$ cat src/rtl/cpu_pipe_pkg.sv
// Shared constants and helpers for the CPU pipeline register chain.
package cpu_pipe_pkg;
  localparam int DATA_W = 64;

  // Width needed to hold an occupancy count of 0..depth inclusive.
  function automatic int clog2_cnt(input int depth);
    return $clog2(depth + 1);
  endfunction
endpackage

$ cat src/rtl/pipe_stage_slot.sv
// One pipeline stage: a valid flop plus a data register that only loads on a valid incoming beat.
module pipe_stage_slot
  import cpu_pipe_pkg::*;
#(
  parameter int               WIDTH     = DATA_W,
  parameter logic [WIDTH-1:0] RESET_VAL = '0
) (
  input  logic             clk,
  input  logic             reset,
  input  logic             adv,
  input  logic             vin,
  input  logic [WIDTH-1:0] din,
  output logic             vout,
  output logic [WIDTH-1:0] dout
);

  always_ff @(posedge clk or posedge reset) begin
    if (reset) begin
      vout <= 1'b0;
      dout <= RESET_VAL;
    end else if (adv) begin
      vout <= vin;
      // Bubbles leave the old data in place so idle stages do not toggle.
      if (vin) dout <= din;
    end
  end

endmodule

$ cat src/rtl/elastic_pipe_chain.sv
// DEPTH-stage elastic pipeline register with per-stage valid, bubble collapse and synchronous flush.
module elastic_pipe_chain
  import cpu_pipe_pkg::*;
#(
  parameter int               WIDTH     = DATA_W,
  parameter int               DEPTH     = 2,
  parameter logic [WIDTH-1:0] RESET_VAL = '0
) (
  input  logic                         clk,
  input  logic                         reset,
  input  logic                         flush,
  input  logic                         in_valid,
  output logic                         in_ready,
  input  logic [WIDTH-1:0]             in_data,
  output logic                         out_valid,
  input  logic                         out_ready,
  output logic [WIDTH-1:0]             out_data,
  output logic [clog2_cnt(DEPTH)-1:0]  count
);

  localparam int CW = clog2_cnt(DEPTH);

  generate
    if (DEPTH < 1) begin : g_bad_depth
      $error("elastic_pipe_chain: DEPTH must be >= 1");
    end
  endgenerate

  // Handshake: a beat moves across a boundary on a rising edge where valid and
  // ready are both high; valid never depends on ready, ready may depend on valid.
  logic [DEPTH:0]   adv;
  logic [DEPTH-1:0] valid;
  logic [WIDTH-1:0] data [DEPTH];
  logic             accept;
  logic             take;

  // A stage may advance if it is empty or the stage after it advances.
  always_comb begin
    adv        = '0;
    adv[DEPTH] = out_ready;
    for (int k = DEPTH - 1; k >= 0; k--) begin
      adv[k] = ~valid[k] | adv[k+1];
    end
  end

  assign in_ready  = adv[0] & ~flush;
  assign accept    = in_valid & in_ready;
  assign out_valid = valid[DEPTH-1];
  assign out_data  = data[DEPTH-1];
  assign take      = out_valid & out_ready;

  // Flush forces every slot to load a bubble; data registers keep their value.
  generate
    for (genvar k = 0; k < DEPTH; k++) begin : g_slot
      if (k == 0) begin : g_head
        pipe_stage_slot #(.WIDTH(WIDTH), .RESET_VAL(RESET_VAL)) u_slot (
          .clk   (clk),
          .reset (reset),
          .adv   (adv[k] | flush),
          .vin   (accept),
          .din   (in_data),
          .vout  (valid[k]),
          .dout  (data[k])
        );
      end else begin : g_body
        pipe_stage_slot #(.WIDTH(WIDTH), .RESET_VAL(RESET_VAL)) u_slot (
          .clk   (clk),
          .reset (reset),
          .adv   (adv[k] | flush),
          .vin   (valid[k-1] & ~flush),
          .din   (data[k-1]),
          .vout  (valid[k]),
          .dout  (data[k])
        );
      end
    end
  endgenerate

  always_ff @(posedge clk or posedge reset) begin
    if (reset) begin
      count <= '0;
    end else if (flush) begin
      count <= '0;
    end else begin
      count <= count + CW'(accept) - CW'(take);
    end
  end

endmodule

$ cat config.mk
export PLATFORM = sky130hd
export DESIGN_NAME = elastic_pipe_chain
export DESIGN_NICKNAME = d
export VERILOG_FILES = /design/src/rtl/cpu_pipe_pkg.sv /design/src/rtl/pipe_stage_slot.sv /design/src/rtl/elastic_pipe_chain.sv
export SDC_FILE = /design/constraint.sdc
export NUM_CORES = 1
export LEC_CHECK = 0
export ABC_AREA = 0
export CORE_MARGIN = 5
export CORE_UTILIZATION = 30
export CTS_CLUSTER_SIZE = 8
export DETAILED_ROUTE_END_ITERATION = 10
export PLACE_DENSITY_LB_ADDON = 0.15
export SYNTH_ARGS = -nofsm -noshare
export SYNTH_HDL_FRONTEND = slang
export SYNTH_SLANG_ARGS = --single-unit
$ cat constraint.sdc
create_clock -name clk -period 5.6 [get_ports clk]
set_input_delay 0.84 -clock clk [delete_from_list [all_inputs] [get_ports clk]]
set_output_delay 0.84 -clock clk [all_outputs]
set_load 0.05 [all_outputs]
==> results by group, run 1 <==
Run status
  • Result of the run: completed

Yosys
  • Sequential area share after synthesis: 0.602
  • Yosys warns: 0
  • Post-synth design cell area: 0.00549 mm2
  • Instance count of the mapped netlist: 357
  • Total of flip-flops plus latches after synthesis: 132
  • Number of distinct library cell variants in the gate-level netlist after synthesis: 16
  • Synthesized area per cell: 15.4 um2
  • Syn Nets: 428

Critical path
  • Largest driver fanout on the critical path: 3
  • CP startpoint kind: primary input
  • Minimum setup slack among reg-to-reg paths: 3.12 ns
  • Register-to-Register Path Depth: 10
  • Kind of end point of the critical path: output pin
  • WP data required: 4.76 ns
  • Arrival @ worst endpoint: 2.48 ns
  • Worst Path Class, Setup: in -> out
  • Terminus of the critical flop-to-flop path: count[1]
  • R2r startpoint: g_slot[1].g_body.u_slot.vout

Global route
  • Overall routing resource usage: 0.106
  • Antenna violations before repair: 0
  • Maximum number of pins on one net before global-route repair: 97
  • Final global-route overflow total: 0
  • Wire length of the first global-routing pass: 17.8 mm
  • Number of global-route vias before repair: 3283

Job
  • Max-cap violations: 0

Clock network
  • Max Root-Sink Buffers: 2
  • CTS tree: done
  • Clock sink total: 132
  • Max H-tree Level: 4
  • Library cell used as clock root buffer: sky130_fd_sc_hd__clkbuf_16
  • Count of hold buffers inserted by post-cts repair: 0
  • Number of buffers inserted to repair setup after CTS: 0
  • Number of buffers created by CTS: 17
  • Clock-pin transition on the worst setup and hold timing paths: 0.05 ns
  • Number of gates given a new drive strength after cts: 0
  • Clock latency of the later-clocked register in the worst-skew pair: 0.40 ns

Final layout
  • Commonest cells after routing, fill and taps aside: sky130_fd_sc_hd__clkdlybuf4s50_1, sky130_fd_sc_hd__dfrtp_1, sky130_fd_sc_hd__mux2_2
  • Reg area: 0.00330 mm2
  • Count of nets after finishing: 510
  • Post-synthesis to final-layout area growth: 31.1%
  • Most common library cell in the layout ignoring fill and taps: sky130_fd_sc_hd__clkdlybuf4s50_1
  • Final Core Density: 0.401
  • Fill cell count: 1692
  • Multi-input combinational cell area: 0.00157 mm2
  • Non-filler cells in the finished layout: 681
  • Antenna cell count: 0
  • Fraction of layout instances using a drive strength above 1: 0.254

Pwr
  • Sw Share: 0.332
  • Clock Power Share: 0.330
  • Portion of total power attributed to sequential cells: 0.358
  • Net switching power of the design: 1.18 mW
  • Overall power: 3.56 mW
  • Maximum vdd drop: 0.213 mV
  • Power density relative to cell area: 494 mW/mm2
  • Power Internal: 2.38 mW
  • Leakage power of the design: 2.99 nW
  • Share of power burned in combinational logic: 0.312

Die
  • Core area: 0.0180 mm2
  • I/O pin count: 137
  • Die span in x: 145 um
  • Initial core utilization: 0.306
  • Standard-cell rows: 49
  • Die height: 145 um
  • Die Outline Area: 0.0211 mm2

Routing
  • Post-detailed-routing wire length: 10.7 mm
  • Number of remaining DRC errors: 0
  • Number of nets still failing antenna checks after routing: 0
  • Avg WL per Cell: 15.7 um
  • Vias/cell: 4.28
  • Via total after detailed routing: 2914
  • First-pass iteration count of the detailed router: 4
  • Iteration-0 DRC Markers: 81

STA
  • Hold violation total from the final report: 0
  • Highest attainable clock frequency: 0.301 GHz
  • Least-Margin Pin Slew: 0.888 ns
  • Total setup violations reported at the end of the flow: 0
  • Worst hold slack across all endpoints: 0.479 ns
  • Share of the cycle needed by the critical path after routing: 0.593
  • Setup Skew: 0.00513 ns
  • Number of slew-limit violations in the final report: 0
  • Setup TNS: 0 ns
  • Unrepaired setup endpoints after global routing: false
  • Fin crit period: 3.32 ns
  • Headroom to the max-slew limit: 0.408

Hold path
  • Hold Path Origin: g_slot[0].g_head.u_slot.dout[15]
  • Tightest Hold Check Type: reg -> reg
  • Hold Path Stages: 1
  • Capture endpoint of the worst hold path: g_slot[0].g_head.u_slot.dout[15]

Placed design
  • HPWL Detailed: 7.08 mm
  • Instance count after placement with tap cells included: 649
  • Routability-driven placement congestion ratio: 0.678
  • Number of port buffers: 136
==> area by class of cell <==
cell class,instances,area share
well taps,229,0.0398
multi-input cells,144,0.217
flip-flops and latches,132,0.459
inverters,3,0.00226
clock buffers,24,0.0669
clock inverters,8,0.0205
repair buffers,141,0.194
==> worst max-delay path, stage by stage <==
cell and delay [ns]:
sky130_fd_sc_hd__clkdlybuf4s50_1 0.49, sky130_fd_sc_hd__and3b_1 0.23, sky130_fd_sc_hd__nor2_1 0.10, sky130_fd_sc_hd__clkdlybuf4s50_1 0.82
==> registers in the layout (all words and copies together) (netlist names) <==
register	flops
g_slot.g_head.u_slot.dout	64
g_slot.g_body.u_slot.dout	64
count	2
g_slot.g_head.u_slot.vout	1
g_slot.g_body.u_slot.vout	1
==> metal layers <==
| metal | wire (um) | global-route usage | vias up |
|---|---|---|---|
| li1 | - | - | 1326 |
| met1 | 4810 | 0.136 | 1484 |
| met2 | 4900 | 0.154 | 94 |
| met3 | 869 | 0.0530 | 10 |
| met4 | 141 | 0.0392 | 0 |
| met5 | 0 | 0 | - |
==> Yosys cell counts, drive strengths merged <==
cell type    n  area, um2
buf         78        622
mux2       128       1440
xnor2        1       8.76
nor2b        2       12.5
inv          3       11.3
ha           2       25.0
and3b        1       8.76
and2         1       6.26
dfrtp      132       3300
nor2         6       22.5
xor2         1       8.76
nor3b        2       20.0
==> metrics by stage <==
step / setup slack, ns / instance area (um2)
after CTS: 2.27 / 7200
after global routing: 2.24 / 7200
after floorplan: 1.23 / 5490
final: 2.28 / 7200
after detailed placement: 2.10 / 6570
after global placement: 2.15 / 6570
==> power by group through the flow <==
stage / logic (mW) / registers (mW) / clock network (mW)
6_report: 1.11 / 1.27 / 1.17
4_1_cts: 1.13 / 1.28 / 1.22
3_5_place_dp: 1.13 / 1.29 / 0
2_1_floorplan: 0.953 / 1.26 / 0
3_3_place_gp: 1.12 / 1.28 / 0
5_1_grt: 1.16 / 1.30 / 1.26
==> cells by family after synthesis <==
logic type | synth area share
DFF | 0.602
muxes | 0.263
buffers and inverters | 0.115
and+or+nand+nor | 0.0128
xor gates and xnor gates | 0.00319
adders and majority gates | 0.00456
==> worst max path at each step <==
stage	start	end	depth (start not counted)
floorplan	reset	count[0]	1
global placement	out_ready	count[1]	11
detailed placement	out_ready	count[1]	11
CTS	out_ready	in_ready	4
global route	out_ready	in_ready	4
finish	out_ready	in_ready	4
No activity file was read; power rests on OpenSTA's default activity.
==> run 2: changes to the inputs <==
Clock period 5.6 ns to 2.7 ns, I/O delays scaled along.
==> run 2 against run 1 <==
Combinational power increased by 110%; via count decreased by 1.3%; cell count decreased by 0.29%; global-route usage decreased by 0.20 points; critical endpoint is now count[1]; clock power increased by 85%; sequential share of layout area increased by 0.088 points; flip-flop and latch count unchanged; first-iteration DRC count increased by 17%; die area unchanged; core utilization decreased by 0.077 points; largest power group unchanged.
==> results by group, run 2 (same netlist as run 1, synthesis figures left out) <==
Final layout
  • Fill cell count: 1670 (-1.3%)
  • Count of nets after finishing: 510 (unchanged)
  • Post-synthesis to final-layout area growth: 30.9%
  • Largest registers: g_slot.g_head.u_slot.dout: 64 flops, g_slot.g_body.u_slot.dout: 64 flops, count: 2 flops
  • Most common library cell in the layout ignoring fill and taps: sky130_fd_sc_hd__clkdlybuf4s50_1
  • Fraction of layout instances using a drive strength above 1: 0.258 (+0.00335)
  • Commonest cells after routing, fill and taps aside: sky130_fd_sc_hd__clkdlybuf4s50_1, sky130_fd_sc_hd__dfrtp_1, sky130_fd_sc_hd__mux2_2
  • Final Core Density: 0.400 (-0.000766)
  • Total non-filler cell area in the finished layout: 0.00719 mm2 (-0.19%)
  • Antenna cell count: 0 (unchanged)

Die
  • Die height: 145 um (unchanged)
  • Die Outline Area: 0.0211 mm2 (unchanged)
  • Die span in x: 145 um (unchanged)
  • Core area: 0.0180 mm2 (unchanged)
  • I/O pin count: 137 (unchanged)
  • Standard-cell rows: 49 (unchanged)
  • Initial core utilization: 0.306 (unchanged)

Routing
  • First-pass iteration count of the detailed router: 4 (unchanged)
  • Vias/cell: 4.24 (-1.0%)
  • Post-detailed-routing wire length: 10.5 mm (-2.4%)
  • Iteration-0 DRC Markers: 95 (+17%)
  • Via total after detailed routing: 2876 (-1.3%)
  • Number of remaining DRC errors: 0 (unchanged)
  • Avg WL per Cell: 15.4 um (-2.1%)
  • Number of nets still failing antenna checks after routing: 0 (unchanged)

Pwr
  • Leakage power of the design: 2.98 nW (-0.21%)
  • Maximum vdd drop: 0.429 mV (+100%)
  • Power density relative to cell area: 991 mW/mm2 (+100%)

Critical path
  • CP max stage cell: sky130_fd_sc_hd__clkdlybuf4s50_1
  • Count of buffering cells on the critical path with inverters included: 1 (-1)
  • Arrival @ worst endpoint: 1.60 ns (-0.88 ns)
  • Largest driver fanout on the critical path: 2 (-1)
  • R2r startpoint: g_slot[0].g_head.u_slot.vout
  • List of cells traversed by the critical path: clkdlybuf4s50_1
  • CP delay by family, top: buffers and inverters
  • CP startpoint kind: flip-flop
  • WP data required: 2.30 ns (-2.46 ns)
  • Kind of end point of the critical path: output pin
  • Worst Path Class, Setup: reg -> out
  • Worst Setup SP: count[1]
  • Critical path's largest stage delay: 0.82 ns (about the same)

STA
  • Headroom to the max-slew limit: 0.623 (+0.215)
  • Number of slew-limit violations in the final report: 0 (unchanged)
  • Setup TNS: 0 ns (unchanged)
  • Setup Skew: 0.00575 ns (+0.000620 ns)
  • Total setup violations reported at the end of the flow: 0 (unchanged)
  • Unrepaired setup endpoints after global routing: false
  • Highest attainable clock frequency: 0.498 GHz
  • Least-Margin Pin Slew: 0.564 ns (-0.324 ns)
  • Share of the cycle needed by the critical path after routing: 0.744
  • Fin crit period: 2.01 ns
  • Least setup slack across all paths after layout: 0.690 ns (-1.59 ns)
  • Hold violation total from the final report: 0 (unchanged)

Global route
  • Final global-route overflow total: 0 (unchanged)
  • Wire length of the first global-routing pass: 17.5 mm (-2.1%)
  • Overall routing resource usage: 0.104 (-0.00201)
  • Number of global-route vias before repair: 3291 (+0.24%)
  • Antenna violations before repair: 0 (unchanged)
  • Maximum number of pins on one net before global-route repair: 65 (-33%)

Clock network
  • Clock sink total: 132 (unchanged)
  • Clock-pin transition on the worst setup and hold timing paths: 0.05 ns (about the same)
  • Max H-tree Level: 4 (unchanged)
  • Count of hold buffers inserted by post-cts repair: 0 (unchanged)
  • CTS tree: done
  • Clock latency of the later-clocked register in the worst-skew pair: 0.40 ns (about the same)
  • Number of gates given a new drive strength after cts: 0 (unchanged)
  • Max Root-Sink Buffers: 2 (unchanged)
  • Library cell used as clock root buffer: sky130_fd_sc_hd__clkbuf_16
  • Number of buffers inserted to repair setup after CTS: 0 (unchanged)
  • Number of buffers created by CTS: 17 (unchanged)

Placed design
  • HPWL Detailed: 6.90 mm (-2.5%)
  • Setup WS pre-CTS: 0.266 ns (-1.83 ns)
  • Number of port buffers: 136 (unchanged)
  • Dpl cell area: 0.00663 mm2 (+0.90%)
  • Routability-driven placement congestion ratio: 0.692 (+2.2%)

Run status
  • Result of the run: completed

Hold path
  • Tightest Hold Check Type: in -> async

Job
  • Max-cap violations: 0 (unchanged)
run 2: area by class of cell:
class                   instances  area [um2]  area share
clock buffers                  20         447      0.0622
inverters                       3        15.0     0.00209
flip-flops and latches        132        3300       0.460
clock inverters                10         110      0.0153
well taps                     229         287      0.0399
repair buffers                141        1460       0.203
multi-input cells             144        1570       0.218
run 2: report_power, final:
group | total [mW] | switching [mW] | internal, mW | leakage (nW)
sequential | 2.64 | 0.216 | 2.42 | 1.57
clock | 2.17 | 0.802 | 1.37 | 0.275
combinational | 2.32 | 1.41 | 0.902 | 1.14
total | 7.12 | 2.43 | 4.69 | 2.98
run 2: worst paths after layout:
| check | to | slack, ns | cells past startpoint |
|---|---|---|---|
| max | count[1] | 0.69 | 1 |
| min | g_slot[1].g_body.u_slot.dout[25] | 0.39 | 2 |
| max reg2reg | count[1] | 0.82 | 9 |
| min reg2reg | g_slot[0].g_head.u_slot.dout[16] | 0.48 | 1 |
| max in group asynchronous | g_slot[1].g_body.u_slot.dout[57] | 1.64 | 3 |
| min in group clk | g_slot[0].g_head.u_slot.dout[16] | 0.48 | 1 |
run 2: metal layers:
layer | share of wire | GRT usage
met1 | 0.45 | 0.133
met2 | 0.46 | 0.154
met3 | 0.078 | 0.0496
met4 | 0.014 | 0.0378
met5 | 0 | 0
run 2: metrics by stage:
stage	instances	hold WS [ns]	power (mW)
3_5_place_dp	649	0.470	5.02
3_3_place_gp	649	0.461	4.99
2_1_floorplan	357	0.452	4.59
6_report	679	0.391	7.12
4_1_cts	679	0.385	7.24
5_1_grt	679	0.421	7.46
==> run 3: changes to the inputs <==
Clock period 2.7 ns to 1.65 ns, I/O delays scaled along.
==> run 3 against run 2 <==
The run now ends with negative setup slack left; flip-flop and latch count unchanged; hold slack got worse by 0.28 ns; design area grew 12%; register-to-register slack got worse by 0.99 ns; combinational power up 81%; global-route usage is 1.4 points higher; largest cell class unchanged; first-iteration DRC count fell by 14%; critical endpoint is now g_slot[0].g_head.u_slot.dout[2]; clock skew increased by 0.0040 ns.
==> results by group, run 3 (same netlist as run 1, synthesis figures left out) <==
Placed design
  • Routability-driven placement congestion ratio: 0.731 (+5.5%)
  • Setup WS pre-CTS: -0.524 ns (-0.790 ns)
  • HPWL Detailed: 7.67 mm (+11%)
  • Instance count after placement with tap cells included: 661 (+1.8%)
  • Number of port buffers: 136 (unchanged)

STA
  • Setup Skew: 0.00979 ns (+0.00404 ns)
  • Total setup violations reported at the end of the flow: 109 (+109)
  • Highest attainable clock frequency: 0.548 GHz
  • Headroom to the max-slew limit: 0.798 (+0.175)
  • Unrepaired setup endpoints after global routing: true
  • Number of slew-limit violations in the final report: 0 (unchanged)
  • Fin crit period: 1.82 ns
  • Least-Margin Pin Slew: 0.302 ns (-0.261 ns)
  • Hold violation total from the final report: 0 (unchanged)
  • Least setup slack across all paths after layout: -0.174 ns (-0.864 ns)
  • Share of the cycle needed by the critical path after routing: 1.11
  • Worst hold slack across all endpoints: 0.111 ns (-0.280 ns)

Clock network
  • Library cell used as clock root buffer: sky130_fd_sc_hd__clkbuf_16
  • Number of buffers created by CTS: 17 (unchanged)
  • Clock latency of the later-clocked register in the worst-skew pair: 0.41 ns (about the same)
  • Count of hold buffers inserted by post-cts repair: 0 (unchanged)
  • Clock-pin transition on the worst setup and hold timing paths: 0.06 ns (about the same)
  • Max H-tree Level: 4 (unchanged)
  • Clock sink total: 132 (unchanged)
  • CTS tree: done
  • Max Root-Sink Buffers: 2 (unchanged)

Global route
  • Wire length of the first global-routing pass: 19.9 mm (+14%)
  • Antenna violations before repair: 0 (unchanged)
  • Overall routing resource usage: 0.118 (+0.0141)
  • Number of global-route vias before repair: 3515 (+6.8%)
  • Final global-route overflow total: 0 (unchanged)
  • Maximum number of pins on one net before global-route repair: 53 (-18%)

Critical path
  • Worst Path Class, Setup: reg -> reg
  • Critical path's largest stage delay: 0.40 ns (-0.42 ns)
  • WP data required: 1.95 ns (-0.35 ns)
  • Arrival @ worst endpoint: 2.12 ns (+0.52 ns)
  • Count of buffering cells on the critical path with inverters included: 3 (+2)
  • CP max stage cell: sky130_fd_sc_hd__dfrtp_1
  • CP startpoint kind: flip-flop
  • CP delay by family, top: buffers and inverters
  • List of cells traversed by the critical path: and3b_2 > nor3b_4 > buf_4 > buf_12 > bufbuf_16 > mux2_1
  • Largest driver fanout on the critical path: 7 (+5)
  • Kind of end point of the critical path: flip-flop

Die
  • Die span in x: 145 um (unchanged)
  • Standard-cell rows: 49 (unchanged)
  • Initial core utilization: 0.306 (unchanged)
  • Die Outline Area: 0.0211 mm2 (unchanged)
  • Core area: 0.0180 mm2 (unchanged)
  • Die height: 145 um (unchanged)
  • I/O pin count: 137 (unchanged)

Final layout
  • Antenna cell count: 0 (unchanged)
  • Count of nets after finishing: 541 (+6.1%)
  • Commonest cells after routing, fill and taps aside: sky130_fd_sc_hd__dfrtp_1, sky130_fd_sc_hd__mux2_4, sky130_fd_sc_hd__buf_4
  • Multi-input combinational cell area: 0.00199 mm2 (+27%)
  • Non-filler cells in the finished layout: 712 (+4.9%)
  • Most common library cell in the layout ignoring fill and taps: sky130_fd_sc_hd__dfrtp_1
  • Fraction of layout instances using a drive strength above 1: 0.530 (+0.272)
  • Reg area: 0.00330 mm2 (about the same)
  • Largest registers: g_slot.g_head.u_slot.dout: 64 flops, g_slot.g_body.u_slot.dout: 64 flops, count: 2 flops
  • Fill cell count: 1618 (-3.1%)
  • Post-synthesis to final-layout area growth: 46.6%

Job
  • Max-cap violations: 0 (unchanged)

Routing
  • Number of remaining DRC errors: 0 (unchanged)
  • Vias/cell: 4.38 (+3.5%)
  • Number of nets still failing antenna checks after routing: 0 (unchanged)
  • Via total after detailed routing: 3121 (+8.5%)
  • Post-detailed-routing wire length: 12.8 mm (+23%)
  • Iteration-0 DRC Markers: 82 (-14%)
  • Avg WL per Cell: 18.0 um (+17%)
  • First-pass iteration count of the detailed router: 4 (unchanged)

Hold path
  • Tightest Hold Check Type: in -> async

Pwr
  • Overall power: 12.5 mW (+75%)
  • Maximum vdd drop: 0.975 mV (+130%)
  • Power density relative to cell area: 1550 mW/mm2 (+56%)
  • Leakage power of the design: 3.67 nW (+23%)

Run status
  • Result of the run: finished, violations left
  • Failing checks: negative setup slack
==> run 3: final timing paths <==
path | to | cells past startpoint | slack (ns) | startpoint
worst max-delay path | g_slot[0].g_head.u_slot.dout[2] | 6 | -0.17 | g_slot[0].g_head.u_slot.vout
worst min-delay path | g_slot[0].g_head.u_slot.dout[23] | 2 | 0.11 | reset
worst max register to register | g_slot[0].g_head.u_slot.dout[2] | 6 | -0.17 | g_slot[0].g_head.u_slot.vout
worst min register to register | g_slot[0].g_head.u_slot.dout[47] | 1 | 0.48 | g_slot[0].g_head.u_slot.dout[47]
max in group asynchronous | g_slot[0].g_head.u_slot.dout[11] | 3 | 0.99 | reset
min in group clk | g_slot[0].g_head.u_slot.dout[22] | 2 | 0.43 | in_data[22]
==> run 3: metrics by stage <==
stage,util,area (um2),TNS (ns)
floorplan,-,5540,-33.39
global placement,0.369,6640,-50.40
detailed placement,0.369,6640,-52.25
CTS,0.434,7800,-12.08
global route,0.448,8050,-15.90
finish,0.448,8050,-9.29
==> run 3: power by group <==
group	internal [mW]	leakage [nW]	switching (mW)
clock network	2.50	0.306	1.39
registers	3.97	1.57	0.423
logic	1.79	1.80	2.41
total	8.26	3.67	4.22
==> run 3: repair_timing <==
| item | in CTS | in global routing |
|---|---|---|
| hold endpoints to repair | 0 | 0 |
| gates cloned | 6 | 3 |
| pin swaps | 1 | 1 |
| buffers inserted | 7 | 7 |
| gates resized for setup | 77 | 46 |
| setup endpoints to repair | 123 | 131 |
==> run 3: area by class of cell <==
class                   count  share of cell area
inverters                   3             0.00187
clock buffers              20              0.0580
well taps                 229              0.0356
repair buffers            172               0.228
clock inverters            12              0.0190
flip-flops and latches    132               0.411
multi-input cells         144               0.247
==> run 3: per-layer routing <==
layer	vias to the layer above	share of wire	track usage
met4	0	0.0080	0.0280
met2	93	0.45	0.176
met3	9	0.062	0.0552
met5	-	0	0
li1	1387	-	-
met1	1632	0.48	0.157
